## config.mk

```make
export PLATFORM = sky130hd
export DESIGN_NAME = multicycle_ctrl
export DESIGN_NICKNAME = d
export VERILOG_FILES = /design/src/rtl/mips_pkg.sv /design/src/rtl/mc_decode.sv /design/src/rtl/multicycle_ctrl.sv
export SDC_FILE = /design/constraint.sdc
export NUM_CORES = 1
export LEC_CHECK = 0
export CAP_MARGIN = 5
export CELL_PAD_IN_SITES_DETAIL_PLACEMENT = 0
export CELL_PAD_IN_SITES_GLOBAL_PLACEMENT = 1
export CORE_MARGIN = 8
export CORE_UTILIZATION = 38
export DETAILED_ROUTE_END_ITERATION = 8
export PLACE_DENSITY = 0.9
export SYNTH_ARGS = -nofsm -noshare
export SYNTH_HDL_FRONTEND = slang
export SYNTH_SLANG_ARGS = --single-unit
```

## constraint.sdc

```tcl
create_clock -name clk -period 4.85 [get_ports clk]
set_input_delay 1.2125 -clock clk [delete_from_list [all_inputs] [get_ports clk]]
set_output_delay 1.2125 -clock clk [all_outputs]
set_load 0.05 [all_outputs]
```

## src/rtl/mips_pkg.sv

```systemverilog
// Shared encodings for the multi-cycle MIPS sequencer:
// opcodes, funcs, ALU codes, mux selects and FSM states.
package mips_pkg;

  localparam logic [5:0] OP_RTYPE  = 6'h00;
  localparam logic [5:0] OP_REGIMM = 6'h01;
  localparam logic [5:0] OP_J      = 6'h02;
  localparam logic [5:0] OP_JAL    = 6'h03;
  localparam logic [5:0] OP_BEQ    = 6'h04;
  localparam logic [5:0] OP_BNE    = 6'h05;
  localparam logic [5:0] OP_ADDI   = 6'h08;
  localparam logic [5:0] OP_ADDIU  = 6'h09;
  localparam logic [5:0] OP_SLTI   = 6'h0A;
  localparam logic [5:0] OP_ANDI   = 6'h0C;
  localparam logic [5:0] OP_ORI    = 6'h0D;
  localparam logic [5:0] OP_XORI   = 6'h0E;
  localparam logic [5:0] OP_LW     = 6'h23;
  localparam logic [5:0] OP_LHU    = 6'h25;
  localparam logic [5:0] OP_SW     = 6'h2B;

  localparam logic [5:0] F_SLL     = 6'h00;
  localparam logic [5:0] F_SRL     = 6'h02;
  localparam logic [5:0] F_SRA     = 6'h03;
  localparam logic [5:0] F_JR      = 6'h08;
  localparam logic [5:0] F_SYSCALL = 6'h0C;
  localparam logic [5:0] F_ADD     = 6'h20;
  localparam logic [5:0] F_ADDU    = 6'h21;
  localparam logic [5:0] F_SUB     = 6'h22;
  localparam logic [5:0] F_SUBU    = 6'h23;
  localparam logic [5:0] F_AND     = 6'h24;
  localparam logic [5:0] F_OR      = 6'h25;
  localparam logic [5:0] F_XOR     = 6'h26;
  localparam logic [5:0] F_NOR     = 6'h27;
  localparam logic [5:0] F_SLT     = 6'h2A;
  localparam logic [5:0] F_SLTU    = 6'h2B;

  localparam logic [3:0] ALU_SLL  = 4'd0;
  localparam logic [3:0] ALU_SRA  = 4'd1;
  localparam logic [3:0] ALU_SRL  = 4'd2;
  localparam logic [3:0] ALU_ADD  = 4'd5;
  localparam logic [3:0] ALU_SUB  = 4'd6;
  localparam logic [3:0] ALU_AND  = 4'd7;
  localparam logic [3:0] ALU_OR   = 4'd8;
  localparam logic [3:0] ALU_XOR  = 4'd9;
  localparam logic [3:0] ALU_NOR  = 4'd10;
  localparam logic [3:0] ALU_SLT  = 4'd11;
  localparam logic [3:0] ALU_SLTU = 4'd12;

  localparam logic [1:0] PC_ALU    = 2'd0;
  localparam logic [1:0] PC_ALUOUT = 2'd1;
  localparam logic [1:0] PC_JUMP   = 2'd2;
  localparam logic [1:0] PC_RS     = 2'd3;

  localparam logic [1:0] SRCB_RT   = 2'd0;
  localparam logic [1:0] SRCB_4    = 2'd1;
  localparam logic [1:0] SRCB_IMM  = 2'd2;
  localparam logic [1:0] SRCB_IMM2 = 2'd3;

  localparam logic [1:0] WB_ALU = 2'd0;
  localparam logic [1:0] WB_MDR = 2'd1;
  localparam logic [1:0] WB_LHU = 2'd2;
  localparam logic [1:0] WB_PC  = 2'd3;

  localparam logic [1:0] RD_RT = 2'd0;
  localparam logic [1:0] RD_RD = 2'd1;
  localparam logic [1:0] RD_RA = 2'd2;

  typedef enum logic [2:0] {
    S_FETCH  = 3'd0,
    S_DECODE = 3'd1,
    S_EXEC   = 3'd2,
    S_MEM    = 3'd3,
    S_WB     = 3'd4,
    S_HALT   = 3'd5
  } state_e;

  typedef enum logic [3:0] {
    CL_ILL,
    CL_RALU,
    CL_IALU,
    CL_LW,
    CL_LHU,
    CL_SW,
    CL_BEQ,
    CL_BNE,
    CL_BGEZ,
    CL_JR,
    CL_J,
    CL_JAL,
    CL_SYSCALL
  } class_e;

endpackage

```

## src/rtl/mc_decode.sv

```systemverilog
// Combinational instruction classifier: op/func to
// instruction class, ALU operation and extension mode.
module mc_decode
  import mips_pkg::*;
(
  input  logic [5:0] op_i,
  input  logic [5:0] func_i,
  output class_e     cls_o,
  output logic [3:0] alu_op_o,
  output logic       signed_ext_o,
  output logic       illegal_o
);

  always_comb begin
    cls_o        = CL_ILL;
    alu_op_o     = ALU_ADD;
    signed_ext_o = 1'b1;
    case (op_i)
      OP_RTYPE: begin
        case (func_i)
          F_SLL: begin
            cls_o    = CL_RALU;
            alu_op_o = ALU_SLL;
          end
          F_SRL: begin
            cls_o    = CL_RALU;
            alu_op_o = ALU_SRL;
          end
          F_SRA: begin
            cls_o    = CL_RALU;
            alu_op_o = ALU_SRA;
          end
          F_ADD, F_ADDU: begin
            cls_o    = CL_RALU;
            alu_op_o = ALU_ADD;
          end
          F_SUB, F_SUBU: begin
            cls_o    = CL_RALU;
            alu_op_o = ALU_SUB;
          end
          F_AND: begin
            cls_o    = CL_RALU;
            alu_op_o = ALU_AND;
          end
          F_OR: begin
            cls_o    = CL_RALU;
            alu_op_o = ALU_OR;
          end
          F_XOR: begin
            cls_o    = CL_RALU;
            alu_op_o = ALU_XOR;
          end
          F_NOR: begin
            cls_o    = CL_RALU;
            alu_op_o = ALU_NOR;
          end
          F_SLT: begin
            cls_o    = CL_RALU;
            alu_op_o = ALU_SLT;
          end
          F_SLTU: begin
            cls_o    = CL_RALU;
            alu_op_o = ALU_SLTU;
          end
          F_JR:      cls_o = CL_JR;
          F_SYSCALL: cls_o = CL_SYSCALL;
          default:   cls_o = CL_ILL;
        endcase
      end
      OP_REGIMM: cls_o = CL_BGEZ;
      OP_J:      cls_o = CL_J;
      OP_JAL:    cls_o = CL_JAL;
      OP_BEQ: begin
        cls_o    = CL_BEQ;
        alu_op_o = ALU_SUB;
      end
      OP_BNE: begin
        cls_o    = CL_BNE;
        alu_op_o = ALU_SUB;
      end
      OP_ADDI, OP_ADDIU: cls_o = CL_IALU;
      OP_SLTI: begin
        cls_o    = CL_IALU;
        alu_op_o = ALU_SLT;
      end
      OP_ANDI: begin
        cls_o        = CL_IALU;
        alu_op_o     = ALU_AND;
        signed_ext_o = 1'b0;
      end
      OP_ORI: begin
        cls_o        = CL_IALU;
        alu_op_o     = ALU_OR;
        signed_ext_o = 1'b0;
      end
      OP_XORI: begin
        cls_o        = CL_IALU;
        alu_op_o     = ALU_XOR;
        signed_ext_o = 1'b0;
      end
      OP_LW:   cls_o = CL_LW;
      OP_LHU:  cls_o = CL_LHU;
      OP_SW:   cls_o = CL_SW;
      default: cls_o = CL_ILL;
    endcase
    illegal_o = (cls_o == CL_ILL);
  end

endmodule

```

## src/rtl/multicycle_ctrl.sv

```systemverilog
// Multi-cycle MIPS sequencer: state register, Moore
// output decode, cycle and retired-instruction counters.
module multicycle_ctrl
  import mips_pkg::*;
#(
  parameter int CNT_W = 32
) (
  input  logic             clk,
  input  logic             rst,
  input  logic [5:0]       op,
  input  logic [5:0]       func,
  input  logic             zero,
  input  logic             rs_neg,
  input  logic             v0_is_10,
  input  logic             mem_ready,
  input  logic             resume,
  output logic             pc_write,
  output logic [1:0]       pc_src,
  output logic             ir_write,
  output logic             mem_read,
  output logic             mem_write,
  output logic             iord,
  output logic             alu_src_a,
  output logic [1:0]       alu_src_b,
  output logic [3:0]       alu_op,
  output logic             signed_ext,
  output logic             reg_write,
  output logic [1:0]       reg_dst,
  output logic [1:0]       wb_src,
  output logic             disp_en,
  output logic             illegal,
  output logic             halted,
  output logic [CNT_W-1:0] cycle_count,
  output logic [CNT_W-1:0] instr_count
);

  state_e           state_q, state_d;
  logic [CNT_W-1:0] cyc_q, ins_q;
  logic             retire;

  class_e     cls;
  logic [3:0] dec_alu_op;
  logic       dec_sext;
  logic       dec_ill;

  mc_decode u_dec (
    .op_i         (op),
    .func_i       (func),
    .cls_o        (cls),
    .alu_op_o     (dec_alu_op),
    .signed_ext_o (dec_sext),
    .illegal_o    (dec_ill)
  );

  always_comb begin
    state_d    = state_q;
    retire     = 1'b0;
    pc_write   = 1'b0;
    pc_src     = PC_ALU;
    ir_write   = 1'b0;
    mem_read   = 1'b0;
    mem_write  = 1'b0;
    iord       = 1'b0;
    alu_src_a  = 1'b0;
    alu_src_b  = SRCB_RT;
    alu_op     = ALU_SLL;
    signed_ext = 1'b0;
    reg_write  = 1'b0;
    reg_dst    = RD_RT;
    wb_src     = WB_ALU;
    disp_en    = 1'b0;
    illegal    = 1'b0;
    unique case (state_q)
      S_FETCH: begin
        mem_read  = 1'b1;
        alu_src_b = SRCB_4;
        alu_op    = ALU_ADD;
        if (mem_ready) begin
          ir_write = 1'b1;
          pc_write = 1'b1;
          state_d  = S_DECODE;
        end
      end
      S_DECODE: begin
        alu_src_b  = SRCB_IMM2;
        signed_ext = 1'b1;
        alu_op     = ALU_ADD;
        if (cls == CL_J) begin
          pc_write = 1'b1;
          pc_src   = PC_JUMP;
          retire   = 1'b1;
          state_d  = S_FETCH;
        end else if (dec_ill) begin
          illegal = 1'b1;
          retire  = 1'b1;
          state_d = S_FETCH;
        end else begin
          state_d = S_EXEC;
        end
      end
      S_EXEC: begin
        alu_src_a = 1'b1;
        alu_op    = dec_alu_op;
        state_d   = S_FETCH;
        case (cls)
          CL_RALU: state_d = S_WB;
          CL_IALU: begin
            alu_src_b  = SRCB_IMM;
            signed_ext = dec_sext;
            state_d    = S_WB;
          end
          CL_LW, CL_LHU, CL_SW: begin
            alu_src_b  = SRCB_IMM;
            signed_ext = 1'b1;
            alu_op     = ALU_ADD;
            state_d    = S_MEM;
          end
          CL_BEQ, CL_BNE: begin
            pc_write = (cls == CL_BEQ) ? zero : !zero;
            pc_src   = PC_ALUOUT;
            retire   = 1'b1;
          end
          CL_BGEZ: begin
            pc_write = !rs_neg;
            pc_src   = PC_ALUOUT;
            retire   = 1'b1;
          end
          CL_JR: begin
            pc_write = 1'b1;
            pc_src   = PC_RS;
            retire   = 1'b1;
          end
          CL_JAL: begin
            reg_write = 1'b1;
            reg_dst   = RD_RA;
            wb_src    = WB_PC;
            pc_write  = 1'b1;
            pc_src    = PC_JUMP;
            retire    = 1'b1;
          end
          CL_SYSCALL: begin
            retire = 1'b1;
            if (v0_is_10) state_d = S_HALT;
            else disp_en = 1'b1;
          end
          default: ;
        endcase
      end
      S_MEM: begin
        iord = 1'b1;
        if (cls == CL_SW) begin
          mem_write = 1'b1;
          if (mem_ready) begin
            retire  = 1'b1;
            state_d = S_FETCH;
          end
        end else begin
          mem_read = 1'b1;
          if (mem_ready) state_d = S_WB;
        end
      end
      S_WB: begin
        reg_write = 1'b1;
        retire    = 1'b1;
        state_d   = S_FETCH;
        case (cls)
          CL_RALU: reg_dst = RD_RD;
          CL_LW:   wb_src  = WB_MDR;
          CL_LHU:  wb_src  = WB_LHU;
          default: ;
        endcase
      end
      S_HALT: begin
        if (resume) state_d = S_FETCH;
      end
      default: state_d = S_FETCH;
    endcase
    // Reset overrides every side effect, including a pending write-back.
    if (rst) begin
      pc_write  = 1'b0;
      ir_write  = 1'b0;
      mem_read  = 1'b0;
      mem_write = 1'b0;
      reg_write = 1'b0;
      disp_en   = 1'b0;
      illegal   = 1'b0;
      retire    = 1'b0;
    end
  end

  always_ff @(posedge clk) begin
    if (rst) begin
      state_q <= S_FETCH;
      cyc_q   <= '0;
      ins_q   <= '0;
    end else begin
      state_q <= state_d;
      if (state_q != S_HALT) cyc_q <= cyc_q + 1'b1;
      if (retire) ins_q <= ins_q + 1'b1;
    end
  end

  assign halted      = (state_q == S_HALT);
  assign cycle_count = cyc_q;
  assign instr_count = ins_q;

endmodule

```

==> metrics.md, run 1 <==
| Metric | Value |
|---|---|
| Status | `finished clean` |
| Worst EP required | `3.64 ns` |
| Max Slew Vio Count | `0` |
| Area Growth Syn to Fin | `43.6%` |
| Synth top area share | `0.332` |
| Ant diodes | `0` |
| Synth Warn # | `0` |
| Routability cong. | `about 0.93` |
| Vias in the first global route | `about 4100` |
| DPL Wire Length | `9390 um` |
| Crit. End Element | `output port` |
| Setup Skew | `0.0149 ns` |
| Final hold viol count | `0` |
| Final min period | `about 4.7 ns` |
| # port buffers | `around 110` |
| Drt initial violations | `around 350` |
| Internal power | `a little under 0.0009 W` |
| Area of the multi-input gates | `approximately 2600 um2` |
| Share of flip-flops with an asynchronous set or reset | `0` |
| Total grt overflow | `0` |
| Clock transition at path regs | `0.07 ns` |
| Initial antenna violation count | `0` |
| Worst EP arrival | `about 3.5 ns` |
| Via density | `5.49` |
| Register area | `between 1000 and 1500 um2` |
| Max-slew headroom | `0.354` |
| CTS tree | `done` |
| Syn_nets | `540` |
| Wire per inst | `~16 um` |
| Dpl cell area | `between 5000 and 6000 um2` |
| Final setup margin | `0.110 ns` |
| Crit-path cells | `clkdlybuf4s50_1, or3_4, o31ai_2, nand2_1, or2_4, o22ai_2, a211oi_2, a2111oi_2, bufbuf_16` |
| P_leak | `roughly 2.0 nW` |
| Routed Antenna Nets | `0` |
| Global Route Usage Sum | `0.171` |
| Largest net degree at the start of global routing | `56` |
| H-tree levels | `3` |
| Routed WL | `12600 um` |
| Post-synth EDFFs | `0` |
| CTS Sinks | `67` |
| CP startpoint kind | `primary input` |
| Max Fclk | `0.211 GHz` |
| IO Pins | `106` |
| Netlist cell types | `68` |
| CTS root buffer | `clkbuf_8` |
| Slowest stage cell, crit path | `clkdlybuf4s50_1` |
| Initial Util | `0.391` |
| Fill cells | `between 900 and 1000` |
| DR vias | `approximately 4300` |
| Clk buf depth | `2` |
| Clock latency on the worst-skew pair | `between 0.3 and 0.4 ns` |
| Sw Ratio | `0.283` |
| Top FF cell, synth | `dfxtp_1` |
| DR pass1 iterations | `4` |
| Setup-failing EPs final | `0` |
| Switching power total | `0.000342 W` |
| Critical Path Fanout Max | `3` |
| Die Y | `119 um` |
| Gate Count Post-Synth | `about 520` |
| CP Class | `primary input to output port` |
| Combinational Power Share | `0.143` |
| Cell Area, Synth | `4040 um2` |
| DIE AREA | `14200 um2` |
| Synth area leader | `dfxtp_1` |
| Share of layout cells above drive strength 1 | `0.141` |
| Seq cells post-synth | `67` |
| CTS buffer count | `9` |
| DRC | `0` |
| Tcrit/Tclk final | `0.977` |
| Nets | `656` |
| First-pass GRT wire length | `just over 20000 um` |
| Maximum Capacitance Violations | `0` |
| Seq pwr share | `0.463` |
| Die X | `about 120 um` |
| Cts-stage hold buffer count | `0` |
| Core Box Area | `about 10000 um2` |
| Peak VDD IR | `~0.11 mV` |
| Rows | `37` |
| Clock group share of total power | `0.394` |
| Largest cells by area after synthesis | `dfxtp_1 (33%), nor2_1 (5.8%), a21oi_1 (5.0%)` |
| Post-synthesis sequential area ratio | `0.332` |
| Post-route design area | `between 5000 and 6000 um2` |
| Place WS | `-0.0661 ns` |
| Worst Max-Slew Pin Slew | `between 0.9 and 1 ns` |
| Syn_area_per_cell | `roughly 7.8 um2` |
| Hold crit path type | `flip-flop to flip-flop` |
| Largest stage delay on the critical path | `about 0.42 ns` |
| Pwr/cell area | `around 210 nW/um2` |
| RSZ-0062 raised after global routing | `false` |
| Fin util | `0.561` |
[synthesized netlist by cell type, drive strengths merged (2+ instances only)]
master	n
dfxtp	67
nor2	62
nand2	43
a21oi	41
inv	22
xor2	21
clkbuf	20
nand3	19
nand4	18
o21ai	18
nor2b	15
o31ai	14
xnor2	14
or3	13
nor3	12
or4	12
nor4	10
and3	9
and4	8
buf	7
o41ai	6
and2	5
o2111ai	5
or2	5
or3b	5
a21o	4
nand2b	4
a311oi	3
o22a	3
a2111oi	2
a211oi	2
a22oi	2
a31o	2
ha	2
mux2	2
o21bai	2
o22ai	2
or4b	2
[registers in the layout, summed over array words and instances, names as in the netlist]
| register | cells |
|---|---|
| state_q | 3 |
| instr_count | 32 |
| cycle_count | 32 |
[placed cells by master, fill, tap and decap left out, drive strengths merged, types with 13 or more instances in the layout]
| cell type | instances |
|---|---|
| clkdlybuf4s50 | 82 |
| dfxtp | 67 |
| nor2 | 62 |
| buf | 45 |
| nand2 | 43 |
| a21oi | 41 |
| inv | 25 |
| xor2 | 21 |
| nand3 | 19 |
| nand4 | 18 |
| o21ai | 18 |
| nor2b | 15 |
| xnor2 | 14 |
| o31ai | 14 |
| or3 | 13 |
[stage by stage]
| step | hold WS, ns | cells | total power (W) | setup TNS [ns] |
|---|---|---|---|---|
| 6_report | 0.499 | 776 | 0.00121 | 0 |
| 5_1_grt | 0.535 | 776 | 0.00126 | 0 |
| 4_1_cts | 0.500 | 774 | 0.00122 | 0 |
| 3_5_place_dp | 0.489 | 756 | 0.000735 | -0.0966 |
| 3_3_place_gp | 0.472 | 756 | 0.000734 | 0 |
| 2_1_floorplan | 0.569 | 519 | 0.000667 | 0 |
[layout make-up]
type,count,area share
Clock inverter,7,0.0130
Timing Repair Buffer,132,0.246
Tap cell,136,0.0294
Clock buffer,9,0.0214
Inverter,22,0.0143
Sequential cell,67,0.231
Multi-Input combinational cell,403,0.445
[path summary, 6_finish.rpt]
path / end / slack (ns) / depth (start not counted) / start
setup / recovery: pc_write / 0.11 / 9 / func[1]
hold / removal: cycle_count[1] / 0.50 / 2 / cycle_count[1]
setup reg to reg: instr_count[10] / 1.88 / 8 / state_q[0]
hold reg to reg: cycle_count[1] / 0.50 / 2 / cycle_count[1]
[cell families after synthesis]
group                    share of synthesized area
AO/OA/AOI/OAI                                0.202
multiplexers                               0.00806
buffers and inverters                       0.0511
adder cells (fa/ha/maj)                    0.00620
XOR/XNOR                                    0.0759
AND/OR/NAND/NOR                              0.325
flip-flops                                   0.332
[worst max-delay path: cells and delay by family]
| kind | cells | cell delay, ns |
|---|---|---|
| AOI/OAI and AO/OA | 4 | 0.76 |
| buffers and inverters | 2 | 0.77 |
| and+or+nand+nor | 3 | 0.77 |
[power by group through the flow]
stage | registers, W | clock network (W) | logic, W
finish | 0.000559 | 0.000476 | 0.000173
global route | 0.000560 | 0.000515 | 0.000186
CTS | 0.000559 | 0.000490 | 0.000170
detailed placement | 0.000572 | 0 | 0.000163
global placement | 0.000572 | 0 | 0.000162
floorplan | 0.000577 | 0 | 0.0000905
[what timing repair did]
action                                  4_1_cts  5_1_grt
gates resized for setup                      10       11
endpoints found under the hold margin         0        0
endpoints found under the setup margin        2        1
pin swaps                                     5        6
setup buffers                                 2        2
[per-layer routing]
layer / track usage / part of all wire
met5: 0 / 0
met4: 0.0522 / 0.010
met3: 0.0411 / 0.054
met2: 0.283 / 0.48
met1: 0.216 / 0.46
No activity file was read; power rests on OpenSTA's default activity.
==> run 2: changes to the inputs <==
--- a/config.mk
+++ b/config.mk
@@ -9,9 +9,10 @@
 export CELL_PAD_IN_SITES_DETAIL_PLACEMENT = 0
 export CELL_PAD_IN_SITES_GLOBAL_PLACEMENT = 1
 export CORE_MARGIN = 8
-export CORE_UTILIZATION = 38
+export CORE_UTILIZATION = 45
 export DETAILED_ROUTE_END_ITERATION = 8
-export PLACE_DENSITY = 0.9
+export DONT_BUFFER_PORTS = 1
+export PLACE_DENSITY = 0.82
 export SYNTH_ARGS = -nofsm -noshare
 export SYNTH_HDL_FRONTEND = slang
 export SYNTH_SLANG_ARGS = --single-unit
==> metrics.md, run 2 (synthesis results as in run 1) <==
| Metric | Value |
|---|---|
| Ant diodes | `0 (unchanged)` |
| Share of layout cells above drive strength 1 | `0.0975 (was 0.141)` |
| CTS buffer count | `9 (unchanged)` |
| Setup Skew | `0.0116 ns (was 0.0149 ns)` |
| Vias in the first global route | `3562 (was 4131)` |
| Combinational Power Share | `0.080 (was 0.143)` |
| Final hold viol count | `0 (unchanged)` |
| Hold EP | `instr_count[31] (was cycle_count[1])` |
| Setup-failing EPs final | `0 (unchanged)` |
| PostCTS Resize Cnt | `0 (was 10)` |
| CP Class | `primary input to output port (unchanged)` |
| Hold path start | `instr_count[31] (was cycle_count[1])` |
| Hold depth | `2 (unchanged)` |
| Global Route Usage Sum | `0.174 (was 0.171)` |
| Largest net degree at the start of global routing | `76 (was 56)` |
| DRC | `0 (unchanged)` |
| Clk buf depth | `2 (unchanged)` |
| Area Growth Syn to Fin | `8.40% (was 43.6%)` |
| Max Slew Vio Count | `0 (unchanged)` |
| Drt initial violations | `197 (was 347)` |
| CTS Sinks | `67 (unchanged)` |
| Crit. End Element | `output port (unchanged)` |
| Clock latency on the worst-skew pair | `0.33 ns (was 0.34 ns)` |
| DR vias | `3793 (was 4262)` |
| Routed WL | `11000 um (was 12600 um)` |
| Internal power | `0.000782 W (was 0.000867 W)` |
| Max-slew headroom | `0.135 (was 0.354)` |
| Peak VDD IR | `0.137 mV (was 0.107 mV)` |
| Hold crit path type | `flip-flop to flip-flop (unchanged)` |
| Fill cells | `881 (was 957)` |
| Seq pwr share | `0.528 (was 0.463)` |
| Switching power total | `0.000293 W (was 0.000342 W)` |
| Tcrit/Tclk final | `0.891 (was 0.977)` |
| Cts-stage hold buffer count | `0 (unchanged)` |
| Power Total | `0.00108 W (was 0.00121 W)` |
| CTS tree | `done (unchanged)` |
| H-tree levels | `3 (unchanged)` |
| CTS root buffer | `clkbuf_8 (unchanged)` |
| Maximum Capacitance Violations | `0 (unchanged)` |
| # port buffers | `0 (was 105)` |
| Initial Util | `0.463 (was 0.391)` |
| Wire per inst | `17.4 um (was 16.2 um)` |
| R2R Path End | `instr_count[27] (was instr_count[10])` |
| Worst EP arrival | `3.11 ns (was 3.53 ns)` |
| IO Pins | `106 (unchanged)` |
| Pwr/cell area | `246 nW/um2 (was 209 nW/um2)` |
| Routed Antenna Nets | `0 (unchanged)` |
| Final Non-Filler Cells | `631 (was 776)` |
| DR pass1 iterations | `4 (unchanged)` |
| DPL Wire Length | `8160 um (was 9390 um)` |
| Worst EP required | `3.64 ns (about the same)` |
| Die X | `111 um (was 119 um)` |
| Clock transition at path regs | `0.08 ns (was 0.07 ns)` |
| Routability cong. | `0.820 (was 0.928)` |
| R2r worst-path depth | `7 (was 8)` |
| GRT met1 Usage | `0.211 (was 0.216)` |
| Reg-to-reg critical path startpoint | `instr_count[8] (was state_q[0])` |
| Clock group share of total power | `0.392 (was 0.394)` |
| RSZ-0062 raised after global routing | `false (unchanged)` |
| Status | `finished clean (unchanged)` |
| Core Box Area | `8720 um2 (was 10300 um2)` |
| Post CTS Setup Buffer Count | `0 (was 2)` |
| Nets | `539 (was 656)` |
| CP startpoint kind | `primary input (unchanged)` |
| Total grt overflow | `0 (unchanged)` |
| First-pass GRT wire length | `18500 um (was 20600 um)` |
| Worst Max-Slew Pin Slew | `1.28 ns (was 0.961 ns)` |
| Critical Path Fanout Max | `17 (was 3)` |
| Die Y | `111 um (was 119 um)` |
| Max Fclk | `0.231 GHz (was 0.211 GHz)` |
| P_leak | `1.47 nW (was 2.03 nW)` |
| Initial antenna violation count | `0 (unchanged)` |
| Rows | `34 (was 37)` |
| Hold_ws | `0.738 ns (was 0.499 ns)` |
| Gr busiest metal | `met2 (unchanged)` |
| Sw Ratio | `0.273 (was 0.283)` |
| DIE AREA | `12300 um2 (was 14200 um2)` |
| Met2 usage | `0.281 (was 0.283)` |
| Via density | `6.01 (was 5.49)` |
| Placed insts | `615 (was 756)` |
| Reg2reg setup slack | `1.55 ns (was 1.88 ns)` |
| Total Neg Setup Slack | `0 ns (unchanged)` |
| Final min period | `4.32 ns (was 4.74 ns)` |
| M3 GR Usage | `0.0595 (was 0.0411)` |
| Commonest cells after routing, fill and taps aside | `dfxtp_1 (67), nor2_1 (62), nand2_1 (42) (was clkdlybuf4s50_1 (82), dfxtp_1 (67), nor2_1 (62))` |
| Most common cell after layout, fill and taps aside | `dfxtp_1 (was clkdlybuf4s50_1)` |
-- run 2: changes by cell type in the layout (fill, tap and decap cells not counted), sizes merged, moves of 2 or more --
cell / previous run / this run
dlygate4sd2: 2 / 0
clkdlybuf4s50: 82 / 0
dlymetal6s2s: 2 / 0
inv: 25 / 23
buf: 45 / 15
-- run 2: routing by layer --
metal	share of wire	vias up
met5	0	-
met4	0.015	0
met3	0.071	15
met2	0.47	110
met1	0.44	1772
li1	-	1896
-- run 2: worst max-delay path by stage --
stage | from | to | slack, ns | cells past startpoint
global route | func[5] | pc_write | 0.38 | 8
global placement | op[1] | reg_write | 0.60 | 7
floorplan | op[3] | pc_write | 0.02 | 8
finish | op[1] | pc_write | 0.53 | 8
CTS | op[1] | pc_write | 0.54 | 8
detailed placement | op[1] | pc_write | 0.56 | 8
-- run 2: area by class of cell --
type	instances	area, um2	area share
Clock inverter	6	40.0	0.00915
Timing Repair Buffer	15	113	0.0257
Multi-Input combinational cell	403	2530	0.577
Tap cell	108	135	0.0309
Inverter	22	82.6	0.0189
Clock buffer	10	138	0.0315
Sequential cell	67	1340	0.307
-- run 2: power by group through the flow --
stage / clock (W) / sequential, W / combinational [W]
3_3_place_gp: 0 / 0.000580 / 0.0000853
5_1_grt: 0.000464 / 0.000568 / 0.0000942
4_1_cts: 0.000441 / 0.000567 / 0.0000860
2_1_floorplan: 0 / 0.000577 / 0.0000905
6_report: 0.000422 / 0.000567 / 0.0000861
3_5_place_dp: 0 / 0.000581 / 0.0000857
-- run 2: stage by stage --
stage          setup slack [ns]  instance area [um2]  utilization
5_1_grt                   0.379                 4380        0.502
3_3_place_gp              0.604                 4200        0.481
2_1_floorplan            0.0238                 4050            -
4_1_cts                   0.544                 4380        0.502
3_5_place_dp              0.559                 4200        0.481
6_report                  0.530                 4380        0.502
-- run 2: worst max-delay path, stage by stage --
cell,delay (ns)
or3b_4,0.41
o22a_1,0.23
o22a_1,0.28
xor2_1,0.18
o22ai_1,0.19
a211oi_1,0.13
a2111oi_2,0.22
buf_4,0.25
